==> src/rtl/restoring_divider_pkg.sv <==
// Shared definitions for the restoring divider: FSM state encoding and
// iteration-counter sizing.
package restoring_divider_pkg;

    typedef enum logic [1:0] {
        ST_IDLE = 2'b00,
        ST_CALC = 2'b01,
        ST_DONE = 2'b10
    } div_state_e;

    localparam int unsigned STATE_W = 2;

    function automatic int unsigned cnt_width(input int unsigned n);
        return $clog2(n) + 1;
    endfunction

endpackage

==> src/rtl/restoring_divider_subtractor.sv <==
// Unsigned N-bit subtractor: diff = a - b, with bout set when b > a.
module subtractor #(
    parameter int N = 9
) (
    input  logic [N-1:0] a,
    input  logic [N-1:0] b,
    output logic [N-1:0] diff,
    output logic         bout
);

    logic [N:0] full_s;

    assign full_s = {1'b0, a} - {1'b0, b};
    assign diff   = full_s[N-1:0];
    assign bout   = full_s[N];

endmodule

==> src/rtl/restoring_divider.sv <==
// Sequential unsigned restoring divider, one quotient bit per clock, with a
// start/done handshake and divide-by-zero flagging.
module restoring_divider
    import restoring_divider_pkg::*;
#(
    parameter int N = 8
) (
    input  logic         clk,
    input  logic         rst_n,
    input  logic         start,
    input  logic [N-1:0] dividend,
    input  logic [N-1:0] divisor,
    output logic         ready,
    output logic         busy,
    output logic         done,
    output logic [N-1:0] quotient,
    output logic [N-1:0] remainder,
    output logic         div_by_zero
);

    localparam int CW = int'(cnt_width(N));

    div_state_e    state_q, state_d;
    logic [N-1:0]  divisor_q, divisor_d;
    logic [N:0]    r_q, r_d;
    logic [N-1:0]  q_q, q_d;
    logic [CW-1:0] cnt_q, cnt_d;
    logic          dbz_q, dbz_d;
    logic          done_q, done_d;
    logic          busy_q, busy_d;

    logic [N:0]    s_s;
    logic [N:0]    t_s;
    logic          bout_s;
    logic          unused_r_msb_s;

    // Trial dividend: partial remainder shifted left with the next dividend bit.
    assign s_s = {r_q[N-1:0], q_q[N-1]};

    subtractor #(
        .N (N + 1)
    ) u_sub (
        .a    (s_s),
        .b    ({1'b0, divisor_q}),
        .diff (t_s),
        .bout (bout_s)
    );

    // Next-state, datapath and output-flag logic.
    always_comb begin
        state_d   = state_q;
        divisor_d = divisor_q;
        r_d       = r_q;
        q_d       = q_q;
        cnt_d     = cnt_q;
        dbz_d     = dbz_q;
        done_d    = 1'b0;
        case (state_q)
            ST_IDLE, ST_DONE: begin
                if (start) begin
                    divisor_d = divisor;
                    cnt_d     = '0;
                    dbz_d     = 1'b0;
                    if (divisor == '0) begin
                        // Zero divisor resolves on the accepting edge.
                        q_d     = '1;
                        r_d     = {1'b0, dividend};
                        dbz_d   = 1'b1;
                        done_d  = 1'b1;
                        state_d = ST_DONE;
                    end else begin
                        q_d     = dividend;
                        r_d     = '0;
                        state_d = ST_CALC;
                    end
                end else begin
                    state_d = ST_IDLE;
                end
            end
            ST_CALC: begin
                if (!bout_s) begin
                    r_d = t_s;
                    q_d = {q_q[N-2:0], 1'b1};
                end else begin
                    r_d = s_s;
                    q_d = {q_q[N-2:0], 1'b0};
                end
                cnt_d = cnt_q + CW'(1);
                if (cnt_q == CW'(N - 1)) begin
                    done_d  = 1'b1;
                    state_d = ST_DONE;
                end else begin
                    state_d = ST_CALC;
                end
            end
            default: begin
                state_d = ST_IDLE;
            end
        endcase
        busy_d = (state_d == ST_CALC);
    end

    // State and datapath registers.
    always_ff @(posedge clk or negedge rst_n) begin
        if (!rst_n) begin
            state_q   <= ST_IDLE;
            divisor_q <= '0;
            r_q       <= '0;
            q_q       <= '0;
            cnt_q     <= '0;
            dbz_q     <= 1'b0;
            done_q    <= 1'b0;
            busy_q    <= 1'b0;
        end else begin
            state_q   <= state_d;
            divisor_q <= divisor_d;
            r_q       <= r_d;
            q_q       <= q_d;
            cnt_q     <= cnt_d;
            dbz_q     <= dbz_d;
            done_q    <= done_d;
            busy_q    <= busy_d;
        end
    end

    // R never exceeds divisor-1, so its top bit is always 0 once an iteration completes.
    assign unused_r_msb_s = r_q[N];

    assign quotient    = q_q;
    assign remainder   = r_q[N-1:0];
    assign div_by_zero = dbz_q;
    assign done        = done_q;
    assign busy        = busy_q;
    assign ready       = ~busy_q;

endmodule
==> config.mk <==
export PLATFORM = sky130hd
export DESIGN_NAME = restoring_divider
export DESIGN_NICKNAME = d
export VERILOG_FILES = /design/src/rtl/restoring_divider_pkg.sv /design/src/rtl/restoring_divider_subtractor.sv /design/src/rtl/restoring_divider.sv
export SDC_FILE = /design/constraint.sdc
export NUM_CORES = 1
export LEC_CHECK = 0
export ABC_AREA = 1
export BUFFER_PORTS_ARGS = -buffer_cell sky130_fd_sc_hd__clkbuf_2
export CAP_MARGIN = 20
export CORE_ASPECT_RATIO = 1.1
export CORE_MARGIN = 2
export CORE_UTILIZATION = 49
export CTS_CLUSTER_SIZE = 12
export DETAILED_ROUTE_END_ITERATION = 12
export GPL_ROUTABILITY_DRIVEN = 0
export PLACE_DENSITY = 0.75
export SYNTH_ARGS = -nofsm -noshare
export SYNTH_HDL_FRONTEND = slang
export SYNTH_SLANG_ARGS = --single-unit
export TNS_END_PERCENT = 100
==> constraint.sdc <==
create_clock -name clk -period 1.6 [get_ports clk]
set_input_delay 0.32 -clock clk [delete_from_list [all_inputs] [get_ports clk]]
set_output_delay 0.32 -clock clk [all_outputs]
set_load 0.005 [all_outputs]
# After elaboration in Yosys (flattened, before gate mapping)
# Index checks and enable logic that the tools add are counted.
[totals]
reg_bits = 33
latchBits = 0
mem_bits_rw = 0
rom_bits = 0
input_bits = 19
output_inout_bits = 20
n_memories = 0
[op_classes]
add_sub_neg = 2
multipliers = 0
div_mod_pow = 0
magnitude_cmp = 0
eq_ne = 5
n_shift = 0
muxes = 18
n_bitwise = 1
n_reduce_logical = 6
[op_table]
columns = ["op", "count"]
rows = [
  ["8-bit two-way mux", 5],
  ["8-bit one-hot mux with 2 select lines", 2],
  ["9-bit by 8-bit subtractor with 10-bit output", 1],
  ["8-bit zero test", 1],
  ["4-bit one-hot mux with 2 select lines", 1],
  ["2-bit two-way mux", 3],
  ["4-bit by 1-bit adder with 4-bit output, second input constant", 1],
  ["2-bit by 1-bit == test with 1-bit output, second input constant", 2],
  ["4-bit by 3-bit == test with 1-bit output, second input constant", 1],
  ["1-bit two-way mux", 4],
  ["4-bit two-way mux", 1],
  ["2-bit one-hot mux with 2 select lines", 1],
  ["2-bit AND reduction", 2],
  ["2-bit == test, second input constant", 1],
  ["2-bit zero test", 1],
  ["2-bit != test, second input constant", 1],
  ["1-bit one-hot mux with 2 select lines", 1],
  ["2-bit nonzero test", 1],
  ["2-bit OR reduction", 1],
  ["1-bit NOT", 1],
]

# Logic depth before layout (Yosys ltp)
# Gate-level depths: netlist (run 1).
[logic_depth]
word_depth = 5
ltp_mapped = 12
ltp_nobuf = 12

# By module
# From an unflattened synthesis (run 1), not the netlist that was laid out.
[unflattened]
cells_unflattened = 332
area_unflattened_um2 = 2184.6
[by_module_without_submodules]
columns = ["mod", "n_inst", "cells_per_inst", "area_each_um2", "seq_area_each_um2"]
rows = [
  ["restoring_divider", 1, 231, 1665.3, 800.8],
  ["subtractor", 1, 101, 519.2, 0.0],
]

# Least setup slack after synthesis (run 1)
# No wires, ideal clock.
[synth_path]
kind = "reg2reg"
from = "register q_q[7], in the netlist quotient[7]"
to = "register r_q[4]"
setup_time_ns = 0.123
arrival_time_ns = 1.586
slack_ns = -0.108
path_stages_with_launch = 12
path_buffers = 0
path_cell_list = "dfrtp_1 > inv_1 > ha_1 > inv_1 > fa_1 > nand2_1 > nand3_1 > nand2_1 > xor2_1 > nand2_1 > nand3_2 > a21oi_2"
[synth_between]
elab_chain_len = 3
[synth_rtl]
columns = ["item", "line", "source"]
rows = [
  ["start, declared", "restoring_divider.sv:26", "logic [N-1:0] q_q, q_d;"],
  ["start signal, assigned", "restoring_divider.sv:118", "q_q <= q_d;"],
  ["9-bit by 8-bit subtractor with 10-bit output", "restoring_divider_subtractor.sv:13", "assign full_s = {1'b0, a} - {1'b0, b};"],
  ["8-bit two-way mux", "restoring_divider.sv:81", "if (!bout_s) begin"],
  ["8-bit one-hot mux with 2 select lines", "restoring_divider.sv:58", "case (state_q)"],
  ["end signal, assigned", "restoring_divider.sv:117", "r_q <= r_d;"],
  ["end, declared", "restoring_divider.sv:25", "logic [N:0] r_q, r_d;"],
]
# No other way between the ends.
# A chain may end at the register's enable or synchronous reset.

# Worst setup path in the final report (run 1)
[layout_path]
from = "register r_q[0]"
to = "register r_q[6]"
[layout_between]
elab_chain_len = 3
[layout_rtl]
columns = ["item", "line"]
rows = [
  ["9-bit by 8-bit subtractor with 10-bit output", "restoring_divider_subtractor.sv:13"],
  ["8-bit two-way mux", "restoring_divider.sv:81"],
  ["8-bit one-hot mux with 2 select lines", "restoring_divider.sv:58"],
]
# No other way between the ends.

==> results of run 1 <==
[power by group]
| part | leakage [nW] | switching, W | total [W] | internal, W |
|---|---|---|---|---|
| combinational | 1.06 | 0.00301 | 0.00571 | 0.00270 |
| clock | 0.0645 | 0.000321 | 0.000870 | 0.000549 |
| sequential | 0.387 | 0.000312 | 0.00153 | 0.00122 |
[critical path, stage by stage (launching register included)]
cell and delay, ps:
dfrtp_1 420, ha_1 340, nand2_2 70, nor2_4 150, nand3_4 150, buf_4 170
nand4_1 100, nand3_1 80, a21oi_1 140
[what timing repair did]
| item | CTS | global route |
|---|---|---|
| cloned | 1 | 1 |
| endpoints found under the hold margin | 32 | 0 |
| setup endpoints to repair | 8 | 9 |
| hold buffers | 1 | 0 |
| resized for setup | 18 | 17 |
| buffers inserted | 10 | 4 |
| pin swaps | 12 | 16 |
[flip-flops by register name (all words and copies together) (netlist names)]
signal       flops
divisor_q        8
quotient         8
r_q              8
cnt_q            4
busy             1
div_by_zero      1
done             1
state_q          1
[logic make-up after synthesis]
kind of cell / count (synthesis)
AOI/OAI and AO/OA: 39
xor gates and xnor gates: 2
adders and majority gates: 10
buffers and inverters: 45
DFF: 32
and+or+nand+nor: 124
[per-stage QoR]
stage,std cells,setup TNS [ps],cell area [um2],utilization (%),hold WS [ps]
floorplan,252,-80.6,2020,-,24.4
global placement,371,-165,2530,64.9,290
global route,396,-1160,2930,74.9,292
finish,396,-538,2930,74.9,271
CTS,391,-270,2820,72.2,270
detailed placement,371,-348,2530,64.9,294
[routing by layer]
layer / up-vias / global-route usage, % / wire [um] / part of all wire [%]
li1: 1015 / - / - / -
met1: 1009 / 30.1 / 2210 / 37
met2: 99 / 47.2 / 3150 / 53
met3: 23 / 5.72 / 433 / 7.2
met4: 0 / 14.7 / 176 / 2.9
met5: - / 0 / 0 / 0
[final timing paths]
check	startpoint	slack (ps)	cells past startpoint	endpoint
setup / recovery	r_q[0]	-100	8	r_q[6]
hold / removal	dividend[4]	270	3	quotient[4]
setup reg to reg	r_q[0]	-100	8	r_q[6]
hold reg to reg	cnt_q[3]	480	1	cnt_q[3]
max in group asynchronous	rst_n	920	3	quotient[1]
min in group asynchronous	rst_n	510	3	divisor_q[2]
[cells in the final DEF (no fill, tap or decap), drive strengths merged, types with 2 or more instances in the layout]
| cell type | instances |
|---|---|
| a21oi | 14 |
| buf | 50 |
| a31oi | 6 |
| nand4 | 15 |
| ha | 9 |
| inv | 38 |
| o22ai | 3 |
| nor2 | 21 |
| nand2 | 66 |
| o21ai | 12 |
| nand3 | 23 |
| xor2 | 2 |
| dfrtp | 32 |
| clkbuf | 45 |
[area by class of cell]
class                      count  area [um2]
clock buffer                   7        96.3
clock inverter                 1        30.0
fill                         295         978
inverter                      38         143
multi-input combinational    177        1190
sequential                    32         801
tap                           52        65.1
timing repair buffer          89         603
==> impl_metrics.ini, run 1 <==
[status]
outcome = finished, violations left
failed_checks = setup timing

[die]
die_h_um = 70.5
core-area_um2 = 3900
start_util_pct = 50.5
die_w_um = 64.5
ios = 39
rows = 24
fp.dieArea_um2 = 4550

[global_route]
grtUsageTotal_pct = 26.8
grt_overflow = 0
grt_pass1_vias = 2065
grt_max_degree = 33
grt_pass1_wl_um = 9340
antenna_found_initial = 0

[logic_synthesis]
synth_edf_count = 0
yosys.area_share.simple_pct = 30.3
yosysSeqAreaShare_pct = 40.6
synth.avg_cell_area_um2 = 7.82
synth_area_um2 = 1970
synth_nets = 281
synth_cells = 252
synth-seq-cells = 32
synth_top_family_by_area = simple AND/OR/NAND/NOR gates
synthAdderAreaFrac_pct = 6.73
synthTopCellsByArea = dfrtp_1 (41%), nand2_1 (12%), inv_1 (7.0%)
yosysTopAreaCell = dfrtp_1
yosysWarnings = 0
synth_xor_area_share_pct = 0.888
synth_flop_cell = dfrtp_1
synthMuxAreaShare_pct = 0
yosysMostFrequentCell = nand2_1
synth_top_area_share_pct = 40.6
synth-compound-area-share_pct = 12.8
synthTopCellsByCount = nand2_1 (61), inv_1 (37), dfrtp_1 (32)
ys_types = 29
synthArstFlopShare_pct = 100

[timing]
setup_violations = 8
drv_slew = 0
rsz0062_at_grt = true
layout_setup_ws_ps = -101
finalCritPeriodShare_pct = 106
fmax_mhz = 588
fin_crit_ps = 1700
max-slew-margin-rel_pct = 78.4
finClkSkew_ps = 5.35
worst_pin_slew_ps = 322
final_hold_viol_count = 0

[setup_path]
crit_path_end_kind = flip-flop
critPathLaunchType = flip-flop
crit_required_ps = 1820
crit_arrival_ps = 1930
critPathMaxFanout = 5
critPathKind = flip-flop to flip-flop

[finish]
n_antenna_cell = 0
area_delta_synth_final_pct = 48.4
final_layout_size_suffix_gt1_share_pct = 43.3
nNetsFinal = 372

[pwr]
leakage_nw = 1.51
power.density_nw_per_um2 = 2770
ir_drop_uv = 1220
p_total_w = 0.00811

[cts]
path_clk_slew_ps = 70
clockBufferDepth = 2
cts_tree = yes
cts_sinks = 32
cts_buffers = 5
root_buffer = clkbuf_8
h-tree-depth = 2
clkLatencyLatePin_ps = 300

[place]
dpl_worst_slack_ps = -74.2
dp_hpwl_um = 3930
numPortBuffers = 38

[routing]
drt-initial-drc-count = 138
final_antenna_net_count = 0
wl_per_cell_um = 15.1
routed_wl_um = 5980
drc = 0
vias_per_cell = 5.42
firstDrtPassIters = 7
vias = 2146

[worst_hold_path]
hold_path_class = input port to flip-flop

[job]
maxCapViolCount = 0
Note: power is estimated with default switching activity, not from simulation.
==> run 2: changes to the inputs <==
Settings changed: BUFFER_PORTS_ARGS -buffer_cell sky130_fd_sc_hd__clkbuf_2 to unset, CORE_UTILIZATION 49 to 57, DONT_BUFFER_PORTS set to 1.
==> run 2 against run 1 <==
Compared with the run above: sequential share of layout area up 2.5 points; clock power down 41%; sequential cell count unchanged; core utilization up 5.6 points; clock-buffer cell count unchanged; highest routed layer unchanged; the run still ends with setup timing left.
==> impl_metrics.ini, run 2 (synthesis results as in run 1) <==
[status]
outcome = finished, violations left
failed_checks = setup timing

[die]
die_w_um = 60.1
ios = 39
rows = 22
fp.dieArea_um2 = 3950
start_util_pct = 59.2
core-area_um2 = 3330
die_h_um = 65.7

[global_route]
grtUsageTotal_pct = 31.1
grt_max_degree = 33
grt_use_met3_pct = 7.28
grt_pass1_wl_um = 8920
antenna_found_initial = 0
busiest_layer = met2
grt_pass1_vias = 1974
gr-usage-met2_pct = 51.9
grt_overflow = 0
grtUsageMet1_pct = 35.8

[pwr]
p_total_w = 0.00754
power.density_nw_per_um2 = 2810
leakage_nw = 1.32
ir_drop_uv = 1340

[finish]
finalCoreUtilization_pct = 80.5
mostFrequentLayoutCell = nand2_1
layout_common_cells = nand2_1 (52), buf_4 (44), dfrtp_1 (32), inv_1 (30), nor2_1 (18)
n_antenna_cell = 0
area_delta_synth_final_pct = 36.0
regArea_um2 = 801
fin_area_um2 = 2680
final_layout_size_suffix_gt1_share_pct = 37.0
fill_cells = 218
multi_input_area_um2 = 1210
nNetsFinal = 333

[timing]
fmax_mhz = 580
final_hold_viol_count = 0
setup_violations = 8
finalCritPeriodShare_pct = 108
rsz0062_at_grt = true
drv_slew = 0
setup_tns_ps = -522
worst_pin_slew_ps = 362
layout_setup_ws_ps = -125
max-slew-margin-rel_pct = 75.9
hold_slack_ps = 111
finClkSkew_ps = 10.3
fin_crit_ps = 1720

[routing]
vias = 1992
firstDrtPassIters = 5
drc = 0
final_antenna_net_count = 0
drt-initial-drc-count = 232
vias_per_cell = 5.64
routed_wl_um = 5850
wl_per_cell_um = 16.6

[setup_path]
crit_required_ps = 1830
crit_family = simple AND/OR/NAND/NOR gates
reg2regPathDepth = 12
crit_arrival_ps = 1950
cp_cell_sequence = inv_2 > ha_4 > inv_2 > fa_2 > nand2_2 > nand3_2 > nand3_2 > nand2_2 > nand2_2 > nand3_2 > nand3_2 > a21oi_2
cp_slowest_cell = dfrtp_1
cp.depth = 12
cp_common_cell = nand3_2
crit_path_max_incr_delay_ps = 400
path_buf_inv = 2
critPathKind = flip-flop to flip-flop
critPathLaunchType = flip-flop
critPathMaxFanout = 2
crit_path_end_kind = flip-flop

[cts]
clkLatencyLatePin_ps = 340
root_buffer = clkbuf_4
cts_sinks = 32
path_clk_slew_ps = 110
clockBufferDepth = 2
cts_tree = yes
h-tree-depth = 2
cts_buffers = 5

[place]
dp_hpwl_um = 3900
placed_area_um2 = 2330
numPortBuffers = 0

[worst_hold_path]
whs_path_depth = 2
hold_path_class = input port to flip-flop

[job]
maxCapViolCount = 0
-- run 2: timing repair --
item                                    in CTS  in global routing
endpoints found under the hold margin       32                  0
endpoints found under the setup margin       8                  8
hold buffers                                 2                  0
resized for setup                           20                 20
buffers inserted                             7                  4
pin swaps                                   13                 21
gates cloned                                 2                  0
-- run 2: layout make-up --
cell class	count	area share (%)
clock buffer	7	2.05
clock inverter	1	0.280
inverter	38	5.32
multi-input combinational	177	45.1
sequential	32	29.9
tap	48	2.24
timing repair buffer	50	15.1
-- run 2: path summary, 6_finish.rpt --
check | slack (ps) | startpoint | end
max | -120 | quotient[7] | r_q[6]
min | 110 | divisor[3] | divisor_q[3]
max reg2reg | -120 | quotient[7] | r_q[6]
min reg2reg | 480 | cnt_q[3] | cnt_q[3]
max in group asynchronous | 990 | rst_n | divisor_q[0]
min in group asynchronous | 420 | rst_n | divisor_q[6]
-- run 2: metrics by stage --
stage / instances / worst slack [ps]
floorplan: 252 / -42.9
finish: 353 / -125
CTS: 349 / -82.8
detailed placement: 330 / -90.8
global route: 353 / -242
global placement: 330 / -38.6
-- run 2: report_power, final --
group	leakage, nW	switching (W)	internal (W)	total, W
clock	0.0315	0.000297	0.000215	0.000512
sequential	0.387	0.000337	0.00122	0.00155
combinational	0.903	0.00298	0.00249	0.00547
-- run 2: routing by layer --
layer	routed length [um]	up-vias
li1	-	937
met1	2170	935
met2	3070	98
met3	394	22
met4	212	0
met5	0	-
==> run 3: changes to the inputs <==
Settings changed: CAP_MARGIN 20 to unset, CORE_ASPECT_RATIO 1.1 to unset, SETUP_SLACK_MARGIN set to 0.4.
==> run 3 against run 2 <==
Compared with the run above: the run still ends with setup timing left; critical endpoint is now r_q[4]; worst hold slack got worse by 8.8 ps; die area barely moved; wire length is 23% higher; clock skew is 5.9 ps higher; global-route usage increased by 2.1 points; design area is 7.2% higher.
==> impl_metrics.ini, run 3 (synthesis results as in run 1) <==
[status]
outcome = finished, violations left
failed_checks = setup timing

[finish]
fin_area_um2 = 2880
area_delta_synth_final_pct = 45.8
nNetsFinal = 329
n_antenna_cell = 0
fill_cells = 172
layout_common_cells = nand2_1 (47), dfrtp_1 (32), inv_1 (27), buf_4 (21), buf_6 (19)
final_layout_size_suffix_gt1_share_pct = 40.2
mostFrequentLayoutCell = nand2_1

[setup_path]
cp_cell_sequence = inv_2 > ha_4 > inv_2 > fa_2 > nand2_2 > nand3_2 > nand2_2 > xor2_1 > nand2_1 > nand3_2 > a21oi_2
crit_arrival_ps = 2040
crit_path_end_kind = flip-flop
crit_required_ps = 1820
critPathKind = flip-flop to flip-flop
crit_path_max_incr_delay_ps = 420
path_buf_inv = 2
crit_family = adder cells
critPathLaunchType = flip-flop
cp_slowest_cell = dfrtp_1
critPathMaxFanout = 2
ff2ff_setup_slack_ps = -210

[die]
rows = 21
fp.dieArea_um2 = 3950
ios = 39
core-area_um2 = 3340
die_w_um = 62.8
start_util_pct = 59.1
die_h_um = 62.8

[routing]
vias = 2147
final_antenna_net_count = 0
drc = 0
vias_per_cell = 6.19
routed_wl_um = 7180
drt-initial-drc-count = 170
wl_per_cell_um = 20.7
firstDrtPassIters = 4

[job]
maxCapViolCount = 0

[timing]
rsz0062_at_grt = true
worst_pin_slew_ps = 360
setup_violations = 9
fmax_mhz = 551
drv_slew = 0
final_hold_viol_count = 0
max-slew-margin-rel_pct = 75.9
finClkSkew_ps = 16.2
fin_crit_ps = 1810
layout_setup_ws_ps = -214
finalCritPeriodShare_pct = 113

[global_route]
grt_pass1_vias = 2096
grt_pass1_wl_um = 10000
grtUsageTotal_pct = 33.1
grt_max_degree = 33
antenna_found_initial = 0
grt_overflow = 0

[cts]
h-tree-depth = 2
path_clk_slew_ps = 120
cts_buffers = 5
root_buffer = clkbuf_4
clkLatencyLatePin_ps = 350
clockBufferDepth = 2
cts_tree = yes
cts_sinks = 32

[place]
dp_hpwl_um = 3780
placed_area_um2 = 2330
dpl_worst_slack_ps = -101
numPortBuffers = 0

[worst_hold_path]
hold_path_class = input port to flip-flop
-- run 3: through the flow --
step	utilization [%]	std cells	hold slack [ps]	TNS, ps
floorplan	-	252	24.4	-81.0
global placement	69.7	321	25.4	-251
detailed placement	69.7	321	25.3	-564
CTS	78.0	339	102	-387
global route	86.2	347	86.1	-1650
finish	86.2	347	102	-1180
-- run 3: worst reg2reg max path: cells and delay by family (launching register included) --
kind / cells / cell delay, ps
adder cells (fa/ha/maj): 2 / 470
AND/OR/NAND/NOR: 5 / 440
flip-flops: 1 / 420
XOR/XNOR: 1 / 190
buffers and inverters: 2 / 130
AO/OA/AOI/OAI: 1 / 50
-- run 3: repair_timing --
item	4_1_cts	5_1_grt
setup buffers	6	6
pin swaps	17	19
endpoints found under the setup margin	28	32
cloned	2	2
endpoints found under the hold margin	32	0
gates resized for setup	31	44
hold buffers	2	0
-- run 3: cell type report --
| cell class | count | area [um2] | area share (%) |
|---|---|---|---|
| clock inverters | 2 | 35.0 | 1.22 |
| multi-input cells | 177 | 1290 | 45.0 |
| well taps | 46 | 57.6 | 2.00 |
| flip-flops and latches | 32 | 801 | 27.9 |
| clock buffers | 6 | 41.3 | 1.44 |
| repair buffers | 46 | 492 | 17.1 |
| inverters | 38 | 155 | 5.40 |
-- run 3: per-layer routing --
| layer | part of all wire [%] | wire [um] | vias to the layer above | GRT usage (%) |
|---|---|---|---|---|
| li1 | - | - | 940 | - |
| met1 | 35 | 2490 | 1008 | 38.6 |
| met2 | 49 | 3550 | 150 | 56.7 |
| met3 | 9.1 | 657 | 49 | 8.11 |
| met4 | 6.7 | 484 | 0 | 16.7 |
| met5 | 0 | 0 | - | 0 |
-- run 3: final timing paths --
check	startpoint	to	depth (start not counted)
max in group asynchronous	rst_n	divisor_q[2]	2
worst max-delay path	quotient[7]	r_q[4]	11
worst max register to register	quotient[7]	r_q[4]	11
min in group asynchronous	rst_n	r_q[5]	2
worst min register to register	divisor_q[1]	divisor_q[1]	2
worst min-delay path	dividend[2]	quotient[2]	2
Power of run 3 is not shown: default switching activity piles up to over one toggle a cycle in this logic, so the estimate is an artifact.
